<file path="src/rtl/adder_pkg.sv">
// Shared definitions for the adder4 arithmetic leaves.
// Latency: n/a (types and constants only).
// Backpressure: none.
package adder_pkg;
    localparam int ADD_WIDTH = 4;
    typedef logic [ADD_WIDTH-1:0] nibble_t;
endpackage

</file>
<file path="src/rtl/addrev_if.sv">
// Operand/result bundle for the registered adder.
// Latency: n/a (wiring only).
// Backpressure: none; results follow operands by one clock, no handshake.
interface addrev_if
    import adder_pkg::*;
#(
    parameter int WIDTH = ADD_WIDTH
);
    logic [WIDTH-1:0] a;
    logic [WIDTH-1:0] b;
    logic [WIDTH-1:0] c;
    logic             cout;
    logic             ovf;

    modport master (output a, output b, input c, input cout, input ovf);
    modport slave  (input a, input b, output c, output cout, output ovf);
endinterface

</file>
<file path="src/rtl/addrev_full_adder.sv">
// One-bit full adder, the ripple-chain cell.
// Latency: combinational.
// Backpressure: none.
module full_adder (
    input  logic a,
    input  logic b,
    input  logic cin,
    output logic s,
    output logic cout
);
    logic w_p;

    assign w_p  = a ^ b;
    assign s    = w_p ^ cin;
    assign cout = (a & b) | (cin & w_p);
endmodule

</file>
<file path="src/rtl/addrev.sv">
// Registered ripple-carry adder with carry-out and signed-overflow flags.
// Latency: 1 cycle, one add per cycle.
// Backpressure: none; inputs are re-sampled on every rising clk.
module addrev
    import adder_pkg::*;
#(
    parameter int WIDTH = ADD_WIDTH
) (
    input  logic     clk,
    input  logic     rst,
    addrev_if.slave  bus
);
    logic [WIDTH:0]   w_k;
    logic [WIDTH-1:0] w_s;
    logic [WIDTH-1:0] r_c;
    logic             r_cout;
    logic             r_ovf;

    assign w_k[0] = 1'b0;

    for (genvar gi = 0; gi < WIDTH; gi++) begin : g_fa
        full_adder u_fa (
            .a    (bus.a[gi]),
            .b    (bus.b[gi]),
            .cin  (w_k[gi]),
            .s    (w_s[gi]),
            .cout (w_k[gi+1])
        );
    end

    // Signed overflow: carry into the sign bit differs from carry out of it.
    always_ff @(posedge clk or posedge rst) begin
        if (rst) begin
            r_c    <= '0;
            r_cout <= 1'b0;
            r_ovf  <= 1'b0;
        end else begin
            r_c    <= w_s;
            r_cout <= w_k[WIDTH];
            r_ovf  <= w_k[WIDTH] ^ w_k[WIDTH-1];
        end
    end

    assign bus.c    = r_c;
    assign bus.cout = r_cout;
    assign bus.ovf  = r_ovf;
endmodule

</file>
<file path="src/flat_wrapper.sv">
// flat-port wrapper written by rule: the top's interface ports become plain ports
module addrev_flat import adder_pkg::*;
#(
    parameter int WIDTH = ADD_WIDTH
)
  (clk, rst, bus_a, bus_b, bus_c, bus_cout, bus_ovf);
  addrev_if #(.WIDTH(WIDTH)) bus_i ();
  input  logic clk;
  input  logic rst;
  input wire logic [$bits(bus_i.a)-1:0] bus_a;
  input wire logic [$bits(bus_i.b)-1:0] bus_b;
  output wire logic [$bits(bus_i.c)-1:0] bus_c;
  output wire logic [$bits(bus_i.cout)-1:0] bus_cout;
  output wire logic [$bits(bus_i.ovf)-1:0] bus_ovf;
  assign bus_i.a = bus_a;
  assign bus_i.b = bus_b;
  assign bus_c = bus_i.c;
  assign bus_cout = bus_i.cout;
  assign bus_ovf = bus_i.ovf;
  addrev #(.WIDTH(WIDTH)) u_core (.clk(clk), .rst(rst), .bus(bus_i));
endmodule
</file>
<file path="config.mk">
export PLATFORM = sky130hd
export DESIGN_NAME = addrev_flat
export DESIGN_NICKNAME = d
export VERILOG_FILES = /design/src/rtl/adder_pkg.sv /design/src/rtl/addrev_if.sv /design/src/rtl/addrev_full_adder.sv /design/src/rtl/addrev.sv /design/src/flat_wrapper.sv
export SDC_FILE = /design/constraint.sdc
export NUM_CORES = 1
export LEC_CHECK = 0
export ABC_AREA = 1
export BUFFER_PORTS_ARGS = -buffer_cell sky130_fd_sc_hd__buf_4
export CAP_MARGIN = 20
export CORE_AREA = 2 2 39 41
export CTS_BUF_LIST = sky130_fd_sc_hd__clkbuf_8 sky130_fd_sc_hd__clkbuf_16
export CTS_CLUSTER_SIZE = 8
export DETAILED_ROUTE_END_ITERATION = 10
export DIE_AREA = 0 0 41 43
export PLACE_DENSITY_LB_ADDON = 0.25
export SYNTH_ARGS = -nofsm -noshare
export SYNTH_HDL_FRONTEND = slang
export SYNTH_SLANG_ARGS = --single-unit
</file>
<file path="constraint.sdc">
create_clock -name clk -period 1.09 [get_ports clk]
set_clock_uncertainty 0.1 [all_clocks]
set_input_delay 0.2725 -clock clk [delete_from_list [all_inputs] [get_ports clk]]
set_output_delay 0.2725 -clock clk [all_outputs]
set_load 0.01 [all_outputs]
</file>
==> impl_metrics.py, run 1 <==
metrics = {
    "sta": {
        "setup_viol": 4,
        "fin_ws_ps": -545,
        "finalCritPeriodShare": 1.50,
        "worst_slew_pin_slew_ps": 212,
        "report.final.slew_viol_count": 0,
        "rsz0062_at_grt": "true",
        "slew_headroom": 0.858,
        "max_clock_freq_mhz": 612,
        "timing.final.crit_period_ps": 1630,
        "hold_violations": 0,
    },
    "power": {
        "ir_drop_uv": 654,
        "power_density_nw_per_um2": 1510,
        "leakagePower_nw": 0.273,
    },
    "finish": {
        "nFillCells": 143,
        "n_antenna_cell": 0,
        "finalNetCount": 60,
        "multi_input_area_um2": 101,
        "area_delta_synth_final_pct": 86.8,
        "final_cell_area_um2": 514,
        "seq_area_um2": 150,
        "drive_above_1_share": 0.591,
        "mostFrequentLayoutCells": "buf_6 (8), buf_4 (8), inv_1 (7), dfrtp_1 (6), inv_2 (4)",
    },
    "detailed_routing": {
        "via_per_inst": 3.50,
        "drtIter0Drc": 3,
        "drc_errors": 0,
        "route.met3.wl_um": 75,
        "m1WireLength_um": 197,
        "met2RoutedLength_um": 231,
        "dr.max_layer_used": "met3",
        "ant_nets": 0,
        "vias": 210,
        "routed_wl_um": 505,
        "routedWlPerCell_um": 8.42,
        "dr.pass1.iters": 3,
    },
    "placement": {
        "placed_area_um2": 425,
        "portBuffers": 15,
        "post-dp-hpwl_um": 401,
        "pre_cts_ws_ps": -812,
        "gp_congestion": 0.566,
    },
    "synthesis": {
        "postSynthCellCount": 24,
        "syn_nets": 38,
        "synth_warnings": 0,
        "synth_seq_area_share": 0.545,
        "syn_area_um2": 275,
        "ys_seq_elements": 6,
        "syn_area_per_cell_um2": 11.5,
        "ys_types": 6,
    },
    "global_route": {
        "grtUsageTotal": 0.0781,
        "grt_first_pass_wirelength_um": 821,
        "overflow": 0,
        "grt_pass1_vias": 225,
        "antenna_found_initial": 0,
        "grt_max_degree": 7,
    },
    "floorplanning": {
        "die_area_um2": 1760,
        "die_h_um": 43,
        "io-pin-count": 16,
        "rows": 14,
        "initial_core_util": 0.199,
        "core-area_um2": 1380,
        "fp.dieW_um": 41,
    },
    "setup_path": {
        "required_ps": 1100,
        "path_cells": "buf_6, ha_4, inv_2, fa_2, inv_2, fa_2, inv_2, fa_1, nand2_1, nand2_1",
        "cpMaxStageDelayCell": "fa_1",
        "crit_top_cell": "inv_2",
        "critPathCaptureType": "register",
        "worstPathMaxFanout": 2,
        "critPathLaunchType": "primary input",
        "cpLargestDelayFamily": "adder cells",
        "cpPeakStageDelay_ps": 390,
        "critical_path_buf_inv_count": 4,
        "crit_type": "primary input to register",
        "cp.arrival_ps": 1640,
    },
    "clock_tree": {
        "root_buffer": "clkbuf_8",
        "cts_tree": "built",
        "cts_buffer_depth": 2,
        "cts_max_level": 1,
        "cts.clk_slew.worst_paths_ps": 40,
        "cts_num_sinks": 6,
        "numCtsBuffers": 3,
    },
    "run_status": {
        "failed_checks": "setup timing",
        "outcome": "complete, but fails checks",
    },
    "flow_run": {
        "max_cap_violations": 0,
    },
    "min_path": {
        "hp-class": "primary input to register",
    },
}
[layout make-up]
cell class / instances / share of cell area
Timing Repair Buffer: 17 / 0.311
Sequential cell: 6 / 0.292
Multi-Input combinational cell: 7 / 0.197
Clock buffer: 3 / 0.0803
Inverter: 11 / 0.0803
Tap cell: 16 / 0.0389
[power by group]
part | switching (mW) | total [mW] | internal, mW
registers | 0.0145 | 0.271 | 0.256
clock network | 0.0882 | 0.325 | 0.237
logic | 0.0697 | 0.181 | 0.111
[logic make-up (layout without fill, tap and decap cells)]
kind of cell | after synthesis | after routing | synth area share
buffers and inverters | 11 | 31 | 0.150
DFF | 6 | 6 | 0.545
adders and majority gates | 4 | 4 | 0.264
and+or+nand+nor | 3 | 3 | 0.0409
[registers in the layout, indices dropped and copies added, names as in the netlist]
| register | flops |
|---|---|
| u_core.bus.c | 4 |
| u_core.bus.cout | 1 |
| u_core.bus.ovf | 1 |
[Yosys cell counts (all sizes together)]
master	number	area (um^2)
inv	11	41.3
ha	1	12.5
dfrtp	6	150
fa	3	60.1
nand2	3	11.3
[per-stage QoR]
stage | hold slack (ps) | cells | util | setup TNS [ps] | power, mW
global route | 163 | 60 | 0.372 | -2050 | 0.844
detailed placement | 107 | 55 | 0.307 | -2970 | 0.422
finish | 170 | 60 | 0.372 | -1720 | 0.776
CTS | 166 | 60 | 0.363 | -1750 | 0.780
global placement | 104 | 55 | 0.307 | -2900 | 0.422
floorplan | -36.5 | 24 | - | -2180 | 0.331
[per-layer routing]
metal,GRT usage,vias up
met5,0,-
met4,0.0600,0
met3,0.0471,0
met2,0.106,14
met1,0.0831,92
li1,-,104
[path summary, 6_finish.rpt]
| path | start | to | slack [ps] | depth (start not counted) |
|---|---|---|---|---|
| worst min-delay path | bus_a[0] | u_core.bus.c[0] | 170 | 2 |
| min in group asynchronous | rst | u_core.bus.ovf | 430 | 3 |
| worst max-delay path | bus_b[0] | u_core.bus.ovf | -540 | 10 |
| max in group asynchronous | rst | u_core.bus.c[0] | 280 | 3 |
[what timing repair did]
action,4_1_cts,5_1_grt
endpoints found under the hold margin,6,0
gates resized for setup,5,3
hold buffers,1,0
buffers inserted,1,0
endpoints found under the setup margin,7,10
Power figures use the tool's default switching activity.
==> run 2: changes to the inputs <==
--- a/config.mk
+++ b/config.mk
@@ -16,4 +16,5 @@
 export PLACE_DENSITY_LB_ADDON = 0.25
 export SYNTH_ARGS = -nofsm -noshare
 export SYNTH_HDL_FRONTEND = slang
+export SYNTH_HIERARCHICAL = 1
 export SYNTH_SLANG_ARGS = --single-unit
==> impl_metrics.py, run 2 <==
metrics = {
    "setup_path": {
        "critPathLaunchType": "primary input",
        "required_ps": 1100,
        "critPathCaptureType": "register",
        "worstPathMaxFanout": 3,
        "cp.arrival_ps": 1960,
        "crit_type": "primary input to register",
    },
    "finish": {
        "layout_commonest_cell": "buf_4",
        "mostFrequentLayoutCells": "buf_4 (9), buf_6 (7), dfrtp_1 (6), fa_2 (4)",
        "final_util": 0.350,
        "drive_above_1_share": 0.622,
        "largest_reg_flops": 4,
        "seq_area_um2": 150,
        "multi_input_area_um2": 105,
        "nFillCells": 146,
        "n_antenna_cell": 0,
        "finalNetCount": 53,
        "area_delta_synth_final_pct": 88.8,
    },
    "synthesis": {
        "ys_seq_elements": 6,
        "synthArstFlopShare": 1.00,
        "yosysMostFrequentCell": "dfrtp_1",
        "synth_top_area_frac": 0.585,
        "syn_area_per_cell_um2": 15.1,
        "syn_area_um2": 256,
        "synth_warnings": 6,
        "synth_commonest_cells": "dfrtp_1 (6), fa_1 (4), inv_1 (3), nand2_1 (3), conb_1 (1)",
        "synth-edff-count": 0,
        "syn_nets": 31,
        "synth_seq_area_share": 0.585,
        "ys_types": 5,
        "postSynthCellCount": 17,
        "synth_area_leaders": "dfrtp_1 (59%), fa_1 (31%), inv_1 (4.4%)",
        "synth_ff_type": "dfrtp_1",
        "synth_top_area_cell": "dfrtp_1",
    },
    "sta": {
        "timing.final.crit_period_ps": 1950,
        "hold_violations": 0,
        "rsz0062_at_grt": "true",
        "max_clock_freq_mhz": 513,
        "fin_ws_ps": -858,
        "report.final.slew_viol_count": 0,
        "setup_viol": 5,
        "finalCritPeriodShare": 1.79,
    },
    "clock_tree": {
        "cts_buffer_depth": 2,
        "cts_tree": "built",
        "numCtsBuffers": 3,
        "cts_max_level": 1,
        "root_buffer": "clkbuf_8",
        "cts.clk_slew.worst_paths_ps": 30,
        "cts_num_sinks": 6,
    },
    "placement": {
        "gp_congestion": 0.525,
        "portBuffers": 15,
    },
    "power": {
        "power_density_nw_per_um2": 1600,
        "leakagePower_nw": 0.236,
        "total_power_mw": 0.775,
        "ir_drop_uv": 319,
    },
    "detailed_routing": {
        "drc_errors": 0,
        "drtIter0Drc": 1,
        "dr.pass1.iters": 2,
        "routed_wl_um": 403,
        "vias": 189,
        "via_per_inst": 3.57,
        "routedWlPerCell_um": 7.60,
        "ant_nets": 0,
    },
    "floorplanning": {
        "die_h_um": 43,
        "rows": 14,
        "die_area_um2": 1760,
        "fp.dieW_um": 41,
        "core-area_um2": 1380,
        "initial_core_util": 0.185,
        "io-pin-count": 16,
    },
    "global_route": {
        "grt_pass1_vias": 169,
        "antenna_found_initial": 0,
        "grtUsageTotal": 0.0652,
        "overflow": 0,
        "grt_max_degree": 7,
        "grt_first_pass_wirelength_um": 572,
    },
    "flow_run": {
        "max_cap_violations": 0,
    },
    "run_status": {
        "outcome": "complete, but fails checks",
        "failed_checks": "setup timing",
    },
    "min_path": {
        "hp-class": "primary input to register",
    },
}
-- run 2: cell count changes in the layout (fill, tap and decap cells not counted), sizes merged --
cell and change:
inv -8, conb +1, fa +1, ha -1
-- run 2: worst max-delay path, cell delays in order --
cell and delay, ps:
buf_6 90, fa_2 380, fa_2 340, fa_2 370, fa_2 380, nand2_1 70
nand2_1 40
-- run 2: area by class of cell --
cell class	count	area share
timing repair buffer	17	0.323
sequential	6	0.310
multi-input combinational	8	0.217
clock buffer	3	0.0853
tap	16	0.0413
inverter	3	0.0233
-- run 2: worst paths after layout --
path | to | slack (ps) | start | cells past startpoint
min | u_core/bus.c[0] | 250 | bus_b[0] | 2
max | u_core/bus.ovf | -860 | bus_b[0] | 7
max in group asynchronous | u_core/bus.c[3] | 300 | rst | 3
min in group asynchronous | u_core/bus.c[2] | 420 | rst | 3
-- run 2: kinds of logic after synthesis --
kind of cell	Yosys count	share of synthesized area
flops	6	0.585
fa+ha+maj	4	0.312
buf+inv	3	0.0439
simple gates	3	0.0439
other cells	1	0.0146
-- run 2: routing by layer --
layer / up-vias / wire (um) / GRT usage / share of wire
met4: 0 / 42 / 0.160 / 0.10
met5: - / 0 / 0 / 0
met3: 4 / 47 / 0.0314 / 0.12
met1: 86 / 107 / 0.0337 / 0.27
li1: 86 / - / - / -
met2: 13 / 205 / 0.0750 / 0.51
-- run 2: what timing repair did --
item,4_1_cts,5_1_grt
hold endpoints to repair,6,0
setup buffers,0,1
hold buffers,1,0
setup endpoints to repair,6,10
pin swaps,6,0
resized for setup,2,5
-- run 2: per-stage QoR --
step / setup WS (ps) / std cells / hold slack, ps / instance area [um^2] / setup TNS [ps]
global placement: -1120 / 48 / 91.4 / 399 / -4330
global route: -907 / 53 / 245 / 484 / -3180
floorplan: -965 / 17 / -36.5 / 267 / -3590
finish: -858 / 53 / 247 / 484 / -3050
detailed placement: -1140 / 48 / 93.9 / 399 / -4380
CTS: -872 / 52 / 242 / 458 / -3070
-- run 2: where the power goes --
group / total, mW / internal (mW) / switching (mW)
Combinational: 0.178 / 0.113 / 0.0654
Clock: 0.321 / 0.236 / 0.0850
Sequential: 0.275 / 0.260 / 0.0153
Total: 0.775 / 0.609 / 0.166
==> run 3: changes to the inputs <==
--- a/config.mk
+++ b/config.mk
@@ -9,7 +9,6 @@
 export BUFFER_PORTS_ARGS = -buffer_cell sky130_fd_sc_hd__buf_4
 export CAP_MARGIN = 20
 export CORE_AREA = 2 2 39 41
-export CTS_BUF_LIST = sky130_fd_sc_hd__clkbuf_8 sky130_fd_sc_hd__clkbuf_16
 export CTS_CLUSTER_SIZE = 8
 export DETAILED_ROUTE_END_ITERATION = 10
 export DIE_AREA = 0 0 41 43
==> impl_metrics.py, run 3 (synthesized netlist as in run 2, its figures left out) <==
metrics = {
    "finish": {
        "mostFrequentLayoutCells": "buf_4 (9), buf_6 (7), dfrtp_1 (6), fa_2 (4)",
        "layout_commonest_cell": "buf_4",
        "area_delta_synth_final_pct": 81.5,
        "largest_reg_flops": 4,
        "n_antenna_cell": 0,
        "drive_above_1_share": 0.622,
        "final_util": 0.336,
        "stdcell_count": 53,
        "finalNetCount": 53,
    },
    "placement": {
        "gp_congestion": 0.525,
        "dp.cells": 48,
        "portBuffers": 15,
    },
    "detailed_routing": {
        "dr.pass1.iters": 1,
        "routed_wl_um": 392,
        "ant_nets": 0,
        "vias": 183,
        "routedWlPerCell_um": 7.40,
        "drtIter0Drc": 0,
        "drc_errors": 0,
        "via_per_inst": 3.45,
    },
    "min_path": {
        "hp-class": "primary input to register",
        "hp-start": "bus_b[0]",
        "holdPathStages": 2,
        "hold_path_end": "u_core/bus.c[0]",
    },
    "run_status": {
        "failed_checks": "setup timing",
        "outcome": "complete, but fails checks",
    },
    "setup_path": {
        "critPathCaptureType": "register",
        "cpLargestDelayFamily": "adder cells",
        "path_cells": "buf_6, fa_2, fa_2, fa_2, fa_2, nand2_1, nand2_1",
        "critPathLaunchType": "primary input",
        "cpMaxStageDelayCell": "fa_2",
        "crit_top_cell": "fa_2",
        "critical_path_buf_inv_count": 1,
        "required_ps": 1120,
        "crit_type": "primary input to register",
        "worstPathMaxFanout": 3,
        "cp.arrival_ps": 1960,
        "cpPeakStageDelay_ps": 380,
    },
    "clock_tree": {
        "cts_buffer_depth": 2,
        "numCtsBuffers": 3,
        "cts_max_level": 1,
        "root_buffer": "clkbuf_4",
        "cts_num_sinks": 6,
        "cts_tree": "built",
        "cts.clk_slew.worst_paths_ps": 40,
    },
    "power": {
        "leakagePower_nw": 0.228,
        "power_density_nw_per_um2": 1390,
        "ir_drop_uv": 279,
    },
    "flow_run": {
        "max_cap_violations": 0,
    },
    "global_route": {
        "overflow": 0,
        "grt_max_degree": 7,
        "grt_first_pass_wirelength_um": 531,
        "antenna_found_initial": 0,
        "grt_pass1_vias": 161,
        "grtUsageTotal": 0.0601,
    },
    "sta": {
        "rsz0062_at_grt": "true",
        "hold_violations": 0,
        "finalCritPeriodShare": 1.77,
        "max_clock_freq_mhz": 519,
        "setup_viol": 10,
        "timing.final.crit_period_ps": 1930,
        "fin_ws_ps": -838,
        "report.final.slew_viol_count": 0,
    },
    "floorplanning": {
        "initial_core_util": 0.185,
        "io-pin-count": 16,
        "fp.dieW_um": 41,
        "die_h_um": 43,
        "core-area_um2": 1380,
        "die_area_um2": 1760,
        "rows": 14,
    },
}
-- run 3: changes by cell type in the layout (fill, tap and decap cells not counted) --
cell / previous run / this run
clkbuf_4: 0 / 3
clkbuf_8: 3 / 0
-- run 3: worst max path at each step --
| stage | cells past startpoint | startpoint | slack, ps | end |
|---|---|---|---|---|
| 6_report | 7 | bus_b[0] | -840 | u_core/bus.ovf |
| 3_3_place_gp | 7 | bus_b[0] | -1120 | u_core/bus.ovf |
| 2_1_floorplan | 4 | bus_b[0] | -960 | u_core/bus.c[3] |
| 4_1_cts | 7 | bus_b[0] | -850 | u_core/bus.ovf |
| 3_5_place_dp | 7 | bus_b[0] | -1140 | u_core/bus.ovf |
| 5_1_grt | 7 | bus_b[0] | -880 | u_core/bus.ovf |
-- run 3: layout make-up --
class | count | area, um^2
Fill cell | 145 | 918
Tap cell | 16 | 20.0
Clock buffer | 3 | 22.5
Multi-Input combinational cell | 8 | 105
Inverter | 3 | 11.3
Sequential cell | 6 | 150
Timing Repair Buffer | 17 | 156
-- run 3: where the power goes --
part	switching (mW)	internal (mW)	total, mW
registers	0.0153	0.259	0.275
clock network	0.0711	0.124	0.195
logic	0.0653	0.113	0.178
-- run 3: repair_timing --
| item | 4_1_cts | 5_1_grt |
|---|---|---|
| gates resized for setup | 7 | 0 |
| pin swaps | 6 | 0 |
| hold buffers | 1 | 0 |
| hold endpoints to repair | 6 | 0 |
| setup endpoints to repair | 11 | 11 |
| buffers inserted | 0 | 1 |
-- run 3: stage by stage --
step / setup TNS [ps] / worst slack [ps] / hold slack [ps] / area (um^2) / power (mW)
after global placement: -4330 / -1120 / 91.4 / 399 / 0.421
after floorplan: -3590 / -965 / -36.5 / 267 / 0.331
after CTS: -3050 / -846 / 214 / 458 / 0.663
after global routing: -3200 / -882 / 221 / 465 / 0.697
final: -2960 / -838 / 226 / 465 / 0.648
after detailed placement: -4380 / -1140 / 93.9 / 399 / 0.425
-- run 3: metal layers --
layer | up-vias | GRT usage | share of wire
met4 | 0 | 0.160 | 0.11
met2 | 13 | 0.0688 | 0.51
met1 | 80 | 0.0337 | 0.26
met5 | - | 0 | 0
li1 | 86 | - | -
met3 | 4 | 0.0157 | 0.11
